<file path="src/rtl/mprj_stim_pkg.sv">
// Shared definitions for the stimulus generator: register map, mode and
// status encodings, sequencer state type and the LFSR feedback polynomial.
package mprj_stim_pkg;

    localparam logic [7:0] OFF_CTRL    = 8'h00;
    localparam logic [7:0] OFF_PATTERN = 8'h04;
    localparam logic [7:0] OFF_DIV     = 8'h08;
    localparam logic [7:0] OFF_STEPS   = 8'h0C;
    localparam logic [7:0] OFF_CAPTURE = 8'h10;
    localparam logic [7:0] OFF_STATE   = 8'h14;

    typedef enum logic [1:0] {
        MODE_HOLD = 2'd0,
        MODE_INC  = 2'd1,
        MODE_LFSR = 2'd2,
        MODE_CAPT = 2'd3
    } mode_e;

    localparam logic [3:0] STATUS_IDLE = 4'h0;
    localparam logic [3:0] STATUS_RUN  = 4'hA;
    localparam logic [3:0] STATUS_DONE = 4'h5;

    typedef enum logic [1:0] {
        ST_IDLE = 2'd0,
        ST_RUN  = 2'd1,
        ST_DONE = 2'd2
    } state_e;

    // Right-shifting Galois form of x^16 + x^14 + x^13 + x^11 + 1
    localparam logic [15:0] LFSR_TAPS = 16'hB400;

endpackage

</file>
<file path="src/rtl/mprj_stim_if.sv">
// Wishbone slave bundle used between the harness bus and the generator.
interface mprj_stim_if;

    logic        wbs_cyc_i;
    logic        wbs_stb_i;
    logic        wbs_we_i;
    logic [3:0]  wbs_sel_i;
    logic [31:0] wbs_adr_i;
    logic [31:0] wbs_dat_i;
    logic        wbs_ack_o;
    logic [31:0] wbs_dat_o;

    modport master (
        output wbs_cyc_i, wbs_stb_i, wbs_we_i, wbs_sel_i, wbs_adr_i, wbs_dat_i,
        input  wbs_ack_o, wbs_dat_o
    );

    modport slave (
        input  wbs_cyc_i, wbs_stb_i, wbs_we_i, wbs_sel_i, wbs_adr_i, wbs_dat_i,
        output wbs_ack_o, wbs_dat_o
    );

endinterface

</file>
<file path="src/rtl/mprj_stim_regs.sv">
// Wishbone register file for the stimulus generator: control/config
// registers, read mux, single-cycle ack and the io_in capture synchronizer.
module mprj_stim_regs
    import mprj_stim_pkg::*;
#(
    parameter logic [31:0] BASE_ADDR = 32'h3000_0000
) (
    input  logic        clock,
    input  logic        resetb,
    mprj_stim_if.slave  wbs,
    input  logic [3:0]  status,
    input  logic [15:0] io_in_lo,
    output logic        ctrl_en,
    output mode_e       ctrl_mode,
    output logic        ctrl_stop,
    output logic [15:0] pattern,
    output logic [15:0] div,
    output logic [15:0] steps,
    output logic [15:0] capture
);

    logic        req;
    logic        acc;
    logic        wr;
    logic [7:0]  off;
    logic        ack_q;
    logic [31:0] dat_q;
    logic [31:0] rdata;
    logic [15:0] capt_p0;
    logic [15:0] capt_p1;
    logic        unused_bits;

    // A request is taken only when no ack is outstanding, so acks never
    // land on back-to-back cycles even if the master holds stb.
    assign req  = wbs.wbs_cyc_i & wbs.wbs_stb_i & (wbs.wbs_adr_i[31:8] == BASE_ADDR[31:8]);
    assign acc  = req & ~ack_q;
    assign wr   = acc & wbs.wbs_we_i;
    assign off  = wbs.wbs_adr_i[7:0];

    // Combinational so the sequencer can drop out of RUN on the very edge
    // the disabling write lands, ahead of any step due on that edge.
    assign ctrl_stop = wr & (off == OFF_CTRL) & wbs.wbs_sel_i[0] & ~wbs.wbs_dat_i[0];

    assign unused_bits   = ^{wbs.wbs_dat_i[31:16], wbs.wbs_sel_i[3:2]};
    assign wbs.wbs_ack_o = ack_q;
    assign wbs.wbs_dat_o = dat_q;
    assign capture       = capt_p1;

    function automatic logic [15:0] merge16(input logic [15:0] cur,
                                            input logic [15:0] wdat,
                                            input logic [1:0]  be);
        merge16 = cur;
        if (be[0]) merge16[7:0]  = wdat[7:0];
        if (be[1]) merge16[15:8] = wdat[15:8];
    endfunction

    // Read mux; unmapped offsets return zero
    always_comb begin
        rdata = '0;
        case (off)
            OFF_CTRL:    rdata = {29'd0, ctrl_mode, ctrl_en};
            OFF_PATTERN: rdata = {16'd0, pattern};
            OFF_DIV:     rdata = {16'd0, div};
            OFF_STEPS:   rdata = {16'd0, steps};
            OFF_CAPTURE: rdata = {16'd0, capt_p1};
            OFF_STATE:   rdata = {28'd0, status};
            default:     rdata = '0;
        endcase
    end

    // Bus response and byte-enabled register writes
    always_ff @(posedge clock or negedge resetb) begin
        if (!resetb) begin
            ack_q     <= 1'b0;
            dat_q     <= '0;
            ctrl_en   <= 1'b0;
            ctrl_mode <= MODE_HOLD;
            pattern   <= '0;
            div       <= '0;
            steps     <= '0;
        end else begin
            ack_q <= acc;
            dat_q <= acc ? rdata : '0;
            if (wr) begin
                case (off)
                    OFF_CTRL: begin
                        if (wbs.wbs_sel_i[0]) begin
                            ctrl_en   <= wbs.wbs_dat_i[0];
                            ctrl_mode <= mode_e'(wbs.wbs_dat_i[2:1]);
                        end
                    end
                    OFF_PATTERN: pattern <= merge16(pattern, wbs.wbs_dat_i[15:0], wbs.wbs_sel_i[1:0]);
                    OFF_DIV:     div     <= merge16(div,     wbs.wbs_dat_i[15:0], wbs.wbs_sel_i[1:0]);
                    OFF_STEPS:   steps   <= merge16(steps,   wbs.wbs_dat_i[15:0], wbs.wbs_sel_i[1:0]);
                    default: ;
                endcase
            end
        end
    end

    // Two-flop synchronizer bringing io_in[15:0] into the clock domain
    always_ff @(posedge clock or negedge resetb) begin
        if (!resetb) begin
            capt_p0 <= '0;
            capt_p1 <= '0;
        end else begin
            capt_p0 <= io_in_lo;
            capt_p1 <= capt_p0;
        end
    end

endmodule

</file>
<file path="src/rtl/mprj_stim_gen.sv">
// Pattern/stimulus generator for the user project area: a Wishbone-programmed
// sequencer that steps a 16-bit data word (hold, count, LFSR or captured
// input) at a programmable rate and drives it onto the user I/O pads.
module mprj_stim_gen
    import mprj_stim_pkg::*;
#(
    parameter logic [31:0] BASE_ADDR      = 32'h3000_0000,
    parameter logic [15:0] LFSR_SEED_DFLT = 16'hACE1
) (
    input  logic        clock,
    input  logic        resetb,
    mprj_stim_if.slave  wbs,
    input  logic [37:0] io_in,
    output logic [37:0] io_out,
    output logic [37:0] io_oeb
);

    logic        ctrl_en;
    mode_e       ctrl_mode;
    logic        ctrl_stop;
    logic [15:0] pattern;
    logic [15:0] div;
    logic [15:0] steps;
    logic [15:0] capture;

    state_e      state;
    logic [3:0]  status_q;
    logic [15:0] data_q;
    logic [15:0] presc_q;
    logic [15:0] step_cnt_q;
    logic        en_q;
    logic        unused_io;

    assign unused_io = ^io_in[37:16];

    mprj_stim_regs #(
        .BASE_ADDR (BASE_ADDR)
    ) u_regs (
        .clock     (clock),
        .resetb    (resetb),
        .wbs       (wbs),
        .status    (status_q),
        .io_in_lo  (io_in[15:0]),
        .ctrl_en   (ctrl_en),
        .ctrl_mode (ctrl_mode),
        .ctrl_stop (ctrl_stop),
        .pattern   (pattern),
        .div       (div),
        .steps     (steps),
        .capture   (capture)
    );

    function automatic logic [15:0] lfsr_next(input logic [15:0] cur);
        lfsr_next = {1'b0, cur[15:1]} ^ (cur[0] ? LFSR_TAPS : 16'h0000);
    endfunction

    function automatic logic [15:0] step_value(input mode_e       m,
                                               input logic [15:0] cur,
                                               input logic [15:0] capt);
        case (m)
            MODE_INC:  step_value = cur + 16'd1;
            MODE_LFSR: step_value = lfsr_next(cur);
            MODE_CAPT: step_value = capt;
            default:   step_value = cur;
        endcase
    endfunction

    // Sequencer: start on enable rising, step on prescaler wrap, stop on
    // step count; a disable always wins and leaves data where it was.
    always_ff @(posedge clock or negedge resetb) begin
        if (!resetb) begin
            state      <= ST_IDLE;
            status_q   <= STATUS_IDLE;
            data_q     <= '0;
            presc_q    <= '0;
            step_cnt_q <= '0;
            en_q       <= 1'b0;
        end else begin
            en_q <= ctrl_en;
            if (ctrl_stop || !ctrl_en) begin
                state    <= ST_IDLE;
                status_q <= STATUS_IDLE;
            end else begin
                case (state)
                    ST_IDLE: begin
                        if (!en_q) begin
                            state      <= ST_RUN;
                            status_q   <= STATUS_RUN;
                            presc_q    <= '0;
                            step_cnt_q <= '0;
                            data_q     <= (ctrl_mode == MODE_LFSR && pattern == 16'h0000)
                                          ? LFSR_SEED_DFLT : pattern;
                        end
                    end
                    ST_RUN: begin
                        if (presc_q == div) begin
                            presc_q    <= '0;
                            data_q     <= step_value(ctrl_mode, data_q, capture);
                            step_cnt_q <= step_cnt_q + 16'd1;
                            if (steps != 16'h0000 && (step_cnt_q + 16'd1) == steps) begin
                                state    <= ST_DONE;
                                status_q <= STATUS_DONE;
                            end
                        end else begin
                            presc_q <= presc_q + 16'd1;
                        end
                    end
                    ST_DONE: ;
                    default: begin
                        state    <= ST_IDLE;
                        status_q <= STATUS_IDLE;
                    end
                endcase
            end
        end
    end

    assign io_out = {status_q, 2'b00, data_q, 16'h0000};
    assign io_oeb = {4'b0000, 2'b11, 16'h0000, 16'hFFFF};

endmodule

</file>
<file path="src/flat_wrapper.sv">
// flat-port wrapper written by rule: the top's interface ports become plain ports
module mprj_stim_gen_flat import mprj_stim_pkg::*;
#(
    parameter logic [31:0] BASE_ADDR      = 32'h3000_0000,
    parameter logic [15:0] LFSR_SEED_DFLT = 16'hACE1
)
  (clock, resetb, io_in, io_out, io_oeb, wbs_wbs_cyc_i, wbs_wbs_stb_i, wbs_wbs_we_i, wbs_wbs_sel_i, wbs_wbs_adr_i, wbs_wbs_dat_i, wbs_wbs_ack_o, wbs_wbs_dat_o);
  mprj_stim_if wbs_i ();
  input  logic clock;
  input  logic resetb;
  input  logic [37:0] io_in;
  output logic [37:0] io_out;
  output logic [37:0] io_oeb;
  input wire logic [$bits(wbs_i.wbs_cyc_i)-1:0] wbs_wbs_cyc_i;
  input wire logic [$bits(wbs_i.wbs_stb_i)-1:0] wbs_wbs_stb_i;
  input wire logic [$bits(wbs_i.wbs_we_i)-1:0] wbs_wbs_we_i;
  input wire logic [$bits(wbs_i.wbs_sel_i)-1:0] wbs_wbs_sel_i;
  input wire logic [$bits(wbs_i.wbs_adr_i)-1:0] wbs_wbs_adr_i;
  input wire logic [$bits(wbs_i.wbs_dat_i)-1:0] wbs_wbs_dat_i;
  output wire logic [$bits(wbs_i.wbs_ack_o)-1:0] wbs_wbs_ack_o;
  output wire logic [$bits(wbs_i.wbs_dat_o)-1:0] wbs_wbs_dat_o;
  assign wbs_i.wbs_cyc_i = wbs_wbs_cyc_i;
  assign wbs_i.wbs_stb_i = wbs_wbs_stb_i;
  assign wbs_i.wbs_we_i = wbs_wbs_we_i;
  assign wbs_i.wbs_sel_i = wbs_wbs_sel_i;
  assign wbs_i.wbs_adr_i = wbs_wbs_adr_i;
  assign wbs_i.wbs_dat_i = wbs_wbs_dat_i;
  assign wbs_wbs_ack_o = wbs_i.wbs_ack_o;
  assign wbs_wbs_dat_o = wbs_i.wbs_dat_o;
  mprj_stim_gen #(.BASE_ADDR(BASE_ADDR), .LFSR_SEED_DFLT(LFSR_SEED_DFLT)) u_core (.clock(clock), .resetb(resetb), .wbs(wbs_i), .io_in(io_in), .io_out(io_out), .io_oeb(io_oeb));
endmodule
</file>
<file path="config.mk">
export PLATFORM = sky130hd
export DESIGN_NAME = mprj_stim_gen_flat
export DESIGN_NICKNAME = d
export VERILOG_FILES = /design/src/rtl/mprj_stim_pkg.sv /design/src/rtl/mprj_stim_if.sv /design/src/rtl/mprj_stim_regs.sv /design/src/rtl/mprj_stim_gen.sv /design/src/flat_wrapper.sv
export SDC_FILE = /design/constraint.sdc
export NUM_CORES = 1
export LEC_CHECK = 0
export ABC_AREA = 1
export BUFFER_PORTS_ARGS = -buffer_cell sky130_fd_sc_hd__clkbuf_2
export CAP_MARGIN = 15
export CORE_MARGIN = 1
export CORE_UTILIZATION = 58
export DETAILED_ROUTE_END_ITERATION = 10
export HOLD_SLACK_MARGIN = 0.05
export PLACE_DENSITY = 0.86
export SETUP_SLACK_MARGIN = 0.05
export SYNTH_ARGS = -nofsm -noshare
export SYNTH_HDL_FRONTEND = slang
export SYNTH_SLANG_ARGS = --single-unit
</file>
<file path="constraint.sdc">
create_clock -name clock -period 4.7 [get_ports clock]
set_input_delay 0.47 -clock clock [delete_from_list [all_inputs] [get_ports clock]]
set_output_delay 0.47 -clock clock [all_outputs]
set_load 0.01 [all_outputs]
</file>
# ---- Word level (Yosys, flattened, before mapping)
# Index checks and enable logic that the tools add are counted.
dict set report totals {
  ff_bits 171
  latchBits 0
  ramBits 0
  romBits 0
  input_bits 111
  output_inout_bits 109
  word_cells 95
  mem_count 0
}
dict set report op_classes {
  add_sub_neg 3
  multipliers 0
  n_div 0
  magnitude_cmp 0
  eq_ne 20
  shift 0
  n_mux 23
  bitwise 11
  reduce_logical 20
}
# operator n
set ops {}
lappend ops {{$mux W16} 7}
lappend ops {{$pmux W16 S2} 3}
lappend ops {{$pmux W16 S6} 1}
lappend ops {{$add A16 B1 Y16 const B} 3}
lappend ops {{$pmux W16 S3} 1}
lappend ops {{$eq A16 B16 Y1} 2}
lappend ops {{$mux W32} 1}
lappend ops {{$eq A24 B22 Y1 const B} 1}
lappend ops {{$reduce_and A3 Y1} 8}
lappend ops {{$eq A8 B4 Y1 const B} 2}
lappend ops {{$eq A8 B5 Y1 const B} 2}
lappend ops {{$logic_not A16 Y1} 1}
lappend ops {{$mux W4} 4}
lappend ops {{$reduce_bool A16 Y1} 1}
lappend ops {{$xor A15 B16 Y16} 1}
lappend ops {{$pmux W4 S3} 1}
lappend ops {{$eq A8 B3 Y1 const B} 1}
lappend ops {{$logic_not A8 Y1} 1}
lappend ops {{$mux W2} 4}
lappend ops {{$reduce_and A4 Y1} 2}
lappend ops {{$and A1 B1 Y1} 7}
lappend ops {{$eq A2 B2 Y1 const B} 3}
lappend ops {{$ne A3 B1 Y1 const B} 2}
lappend ops {{$pmux W2 S3} 1}
lappend ops {{12 further kinds} 17}

# ---- Longest topological paths before layout
dict set report logic_depth {
  depth_word 10
  depth_mapped 15
  ltp_nobuf 15
}

# ---- Modules after synthesis
# Synthesis repeated with hierarchy kept, for this count alone.
dict set report hier_totals {
  cells_unflattened 1134
  hier_area_um2 8798.4
}
# mod n_inst cells_per_inst area_per_inst_um2
set by_module_without_submodules {}
lappend by_module_without_submodules {mprj_stim_gen 1 681 4461.8}
lappend by_module_without_submodules {mprj_stim_regs 1 453 4336.7}

# ---- Worst setup path after synthesis
# OpenSTA, ideal clock, no wires.
dict set report synth_timing {
  kind {input to register}
  start {input port wbs_wbs_adr_i[6]}
  end {register u_core.presc_q[11]}
  setup_time_ns 0.119
  arrival_time_ns 1.691
  required_time_ns 4.581
  slack_ns 2.890
  stages 13
  n_path_buf 1
  path_cell_list {inv_1 nand2_1 nor2_1 nand2_1 nor2_4 nand4_4 inv_2 nand2_2 nand3_4 inv_4 buf_6 nand2_1 o21ai_2}
}
dict set report synth_between {
  elab_chain_cells 7
}
# item line_no
set synth_lines {}
lappend synth_lines {{start: declaration} flat_wrapper.sv:18} ;# input wire logic [$bits(wbs_i.wbs_adr_i)-1:0] wbs_wbs_adr_i;
lappend synth_lines {{$logic_not A8 Y1} mprj_stim_regs.sv:42} ;# assign ctrl_stop = wr & (off == OFF_CTRL) & wbs.wbs_sel_i[0] & ~wbs.wbs_dat_i[0];
lappend synth_lines {{$and A1 B1 Y1 (3 in a row)} mprj_stim_regs.sv:42}
lappend synth_lines {{$logic_or A1 B1 Y1} mprj_stim_gen.sv:80} ;# if (ctrl_stop || !ctrl_en) begin
lappend synth_lines {{$not A1 Y1 (no source line)} --}
lappend synth_lines {{$reduce_and A3 Y1 (no source line)} --}
lappend synth_lines {{end signal: assignment} mprj_stim_gen.sv:105} ;# presc_q <= presc_q + 16'd1;
lappend synth_lines {{end: declaration} mprj_stim_gen.sv:29} ;# logic [15:0] presc_q;
# Every way passes these cells.
# A chain may end at the register's enable or synchronous reset.

==> qor.txt <==
Status = complete, no violations
Most common cell after layout, fill and taps aside = nand2_1
Root Driver = clkbuf_16
Synth top area cells = dfrtp_1 (43%), nand2_1 (13%), buf_4 (6.4%)
TritonCTS clock tree = yes
WL final = 23.4 mm
Antenna Nets Post-Route = 0
Most frequent cells in the layout = nand2_1 (296), dfrtp_1 (151), inv_1 (116), clkbuf_2 (106), nor2_1 (81)
Die area = 15600 µm²
Initial Util = 0.599
DRT Pass-1 Iters = 5
Drt wl/cell = 16.6 µm
Post-CTS Hold Buffers = 0
Tcrit/Tclk final = 0.530
Slew Limit Headroom = 0.290
Largest family of logic cells by synthesized area = simple AND/OR/NAND/NOR gates
Yosys warns = 0
P per Cell Area = 289 nW/µm²
DR vias/cell = 5.61
Leak = 0.00484 µW
Post-Synth XOR/XNOR Area = 0.0390
Iter 0 DRT Violations = 1007
Residual DRC = 0
Post-synthesis sequential area ratio = 0.432
Fin. Hold Viols = 0
Compound-Gate Fraction of Synth Area = 0.114
Post-Synth Simple-Gate Area = 0.269
Largest area contributor in the netlist = dfrtp_1
Total track usage = 0.311
Post-DP HPWL = 17.0 mm
Vias = 7898
Final Max Tran Viols = 0
Core area = 14600 µm²
CP Class = flip-flop to flip-flop
CP startpoint kind = flip-flop
Critical Path Sink Type = flip-flop
Layout cells sized above 1 = 0.158
Max Fclk = 401 MHz
Worst-Skew Late Latency = 440 ps
Final Critical Period = 2490 ps
Ys async rst share = 1.00
Max-cap violations = 0
Nets@finish = 1326
Antenna diodes = 0
Worst Path Arrival = 2870 ps
Max clock buf depth = 2
Final Skew = 11.0 ps
Filler Cell Count = 1172
Post CTS Setup Buffer Count = 0
Post-synth EDFFs = 0
Largest net degree at the start of global routing = 115
CP max FO = 23
Die H = 125 µm
Yosys cell types = 48
Ports = 220
Worst vdd ir = 0.356 mV
First-pass GRT wire length = 37.8 mm
Clock sink count = 151
Setup-failing EPs final = 0
Cell area after synthesis = 8740 µm²
Setup_tns = 0 ps
RD Place Congestion = 0.923
Synthesized area per cell = 7.84 µm²
Worst-margin pin slew = 1060 ps
CTS H-tree depth = 4
Seq cells post-synth = 151
Synth top area share = 0.432
Clock transition at the registers of the reported paths = 70 ps
Main flop type after synthesis = dfrtp_1
Hold Crit Class = input pin to flip-flop
Area growth, synth to finish = 10.8%
Die width = 125 µm
CTS resizes = 0
RSZ-0062 raised after global routing = false
Syn Inst Count = 1115
Number of global-route vias before repair = 7395
Mux share of post-synthesis cell area = 0.00258
Total CTS buffers = 17
Final Power = 2800 µW
Worst EP required = 5080 ps
Grt total ovfl = 0
Row cnt = 44
Post-synthesis adder-cell area fraction = 0.00430
Port Buffer Count = 107
Initial antenna violation count = 0
## kinds of logic after synthesis
kind of cell               Yosys count
and+or+nand+nor                    524
other                                2
xor gates and xnor gates            34
muxes                                1
DFF                                151
adders and majority gates            3
buffers and inverters              229
AOI/OAI and AO/OA                  171
## state kept, by name, indices dropped and copies added, names as in the netlist, 2 cells and up
name                         count
u_core.u_regs.capt_p0           16
u_core.status_q                  2
u_core.u_regs.capture           16
u_core.u_regs.pattern           16
u_core.u_regs.ctrl_mode          2
u_core.step_cnt_q               16
u_core.u_regs.wbs.wbs_dat_o     16
u_core.data_q                   16
u_core.u_regs.div               16
u_core.presc_q                  16
u_core.u_regs.steps             16
## metrics by stage
| stage | std cells | hold slack, ps | area [µm²] | util | setup slack (ps) |
|---|---|---|---|---|---|
| floorplan | 1185 | 174 | 9000 | - | 2890 |
| global placement | 1377 | 332 | 9090 | 0.623 | 2100 |
| detailed placement | 1377 | 335 | 9090 | 0.623 | 2060 |
| CTS | 1409 | 124 | 9680 | 0.664 | 2280 |
| global route | 1409 | 112 | 9680 | 0.664 | 2140 |
| finish | 1409 | 124 | 9680 | 0.664 | 2210 |
## metal layers
metal  up-vias  share of wire  global-route usage
li1       3675              -                   -
met1      3570           0.38               0.413
met2       550           0.46               0.478
met3       103           0.11              0.0773
met4         0          0.044               0.148
met5         -              0                   0
## final timing paths
check                      cells after the start                     start  slack, ps                   endpoint
max                                            8        u_core.status_q[1]       2210          u_core.data_q[13]
min                                            1                 io_in[15]        120  u_core.u_regs.capt_p0[15]
max reg2reg                                    8        u_core.status_q[1]       2210          u_core.data_q[13]
min reg2reg                                    0  u_core.u_regs.capt_p0[2]        350   u_core.u_regs.capture[2]
max in group asynchronous                      2                    resetb       3450       u_core.step_cnt_q[0]
min in group asynchronous                      1                    resetb        180           u_core.data_q[7]
## power by group
part	internal, µW	leakage, µW	total (µW)	switching (µW)
registers	1310	0.00201	1320	6.21
clock network	717	0.000290	1370	654
logic	27.6	0.00254	112	84.7
## final cells by class
cell class                 instances  area [µm²]  share of cell area
timing repair buffer             112         579              0.0598
clock inverter                    15         173              0.0178
clock buffer                      17         425              0.0439
tap                              184         230              0.0238
inverter                         125         477              0.0492
sequential                       151        3780               0.390
multi-input combinational        805        4020               0.415
## worst max-delay path, stage by stage, from the launching register on
cell     delay [ps]
dfrtp_1         450
inv_1           140
nor2_2          130
inv_1           220
nand2_1         310
nand3_4         240
nor2_4          610
nand3_1         180
nand2_1         120
## cells in the mapped netlist (16+ instances only)
library cell	count
o21ai_0	62
xnor2_1	16
a21oi_1	26
inv_1	116
dfrtp_1	151
nor2_1	82
nand2_1	296
o21ai_1	37
nand3_1	76
clkbuf_1	16
nand4_1	19
buf_4	75
Note: power is estimated with default switching activity, not from simulation.
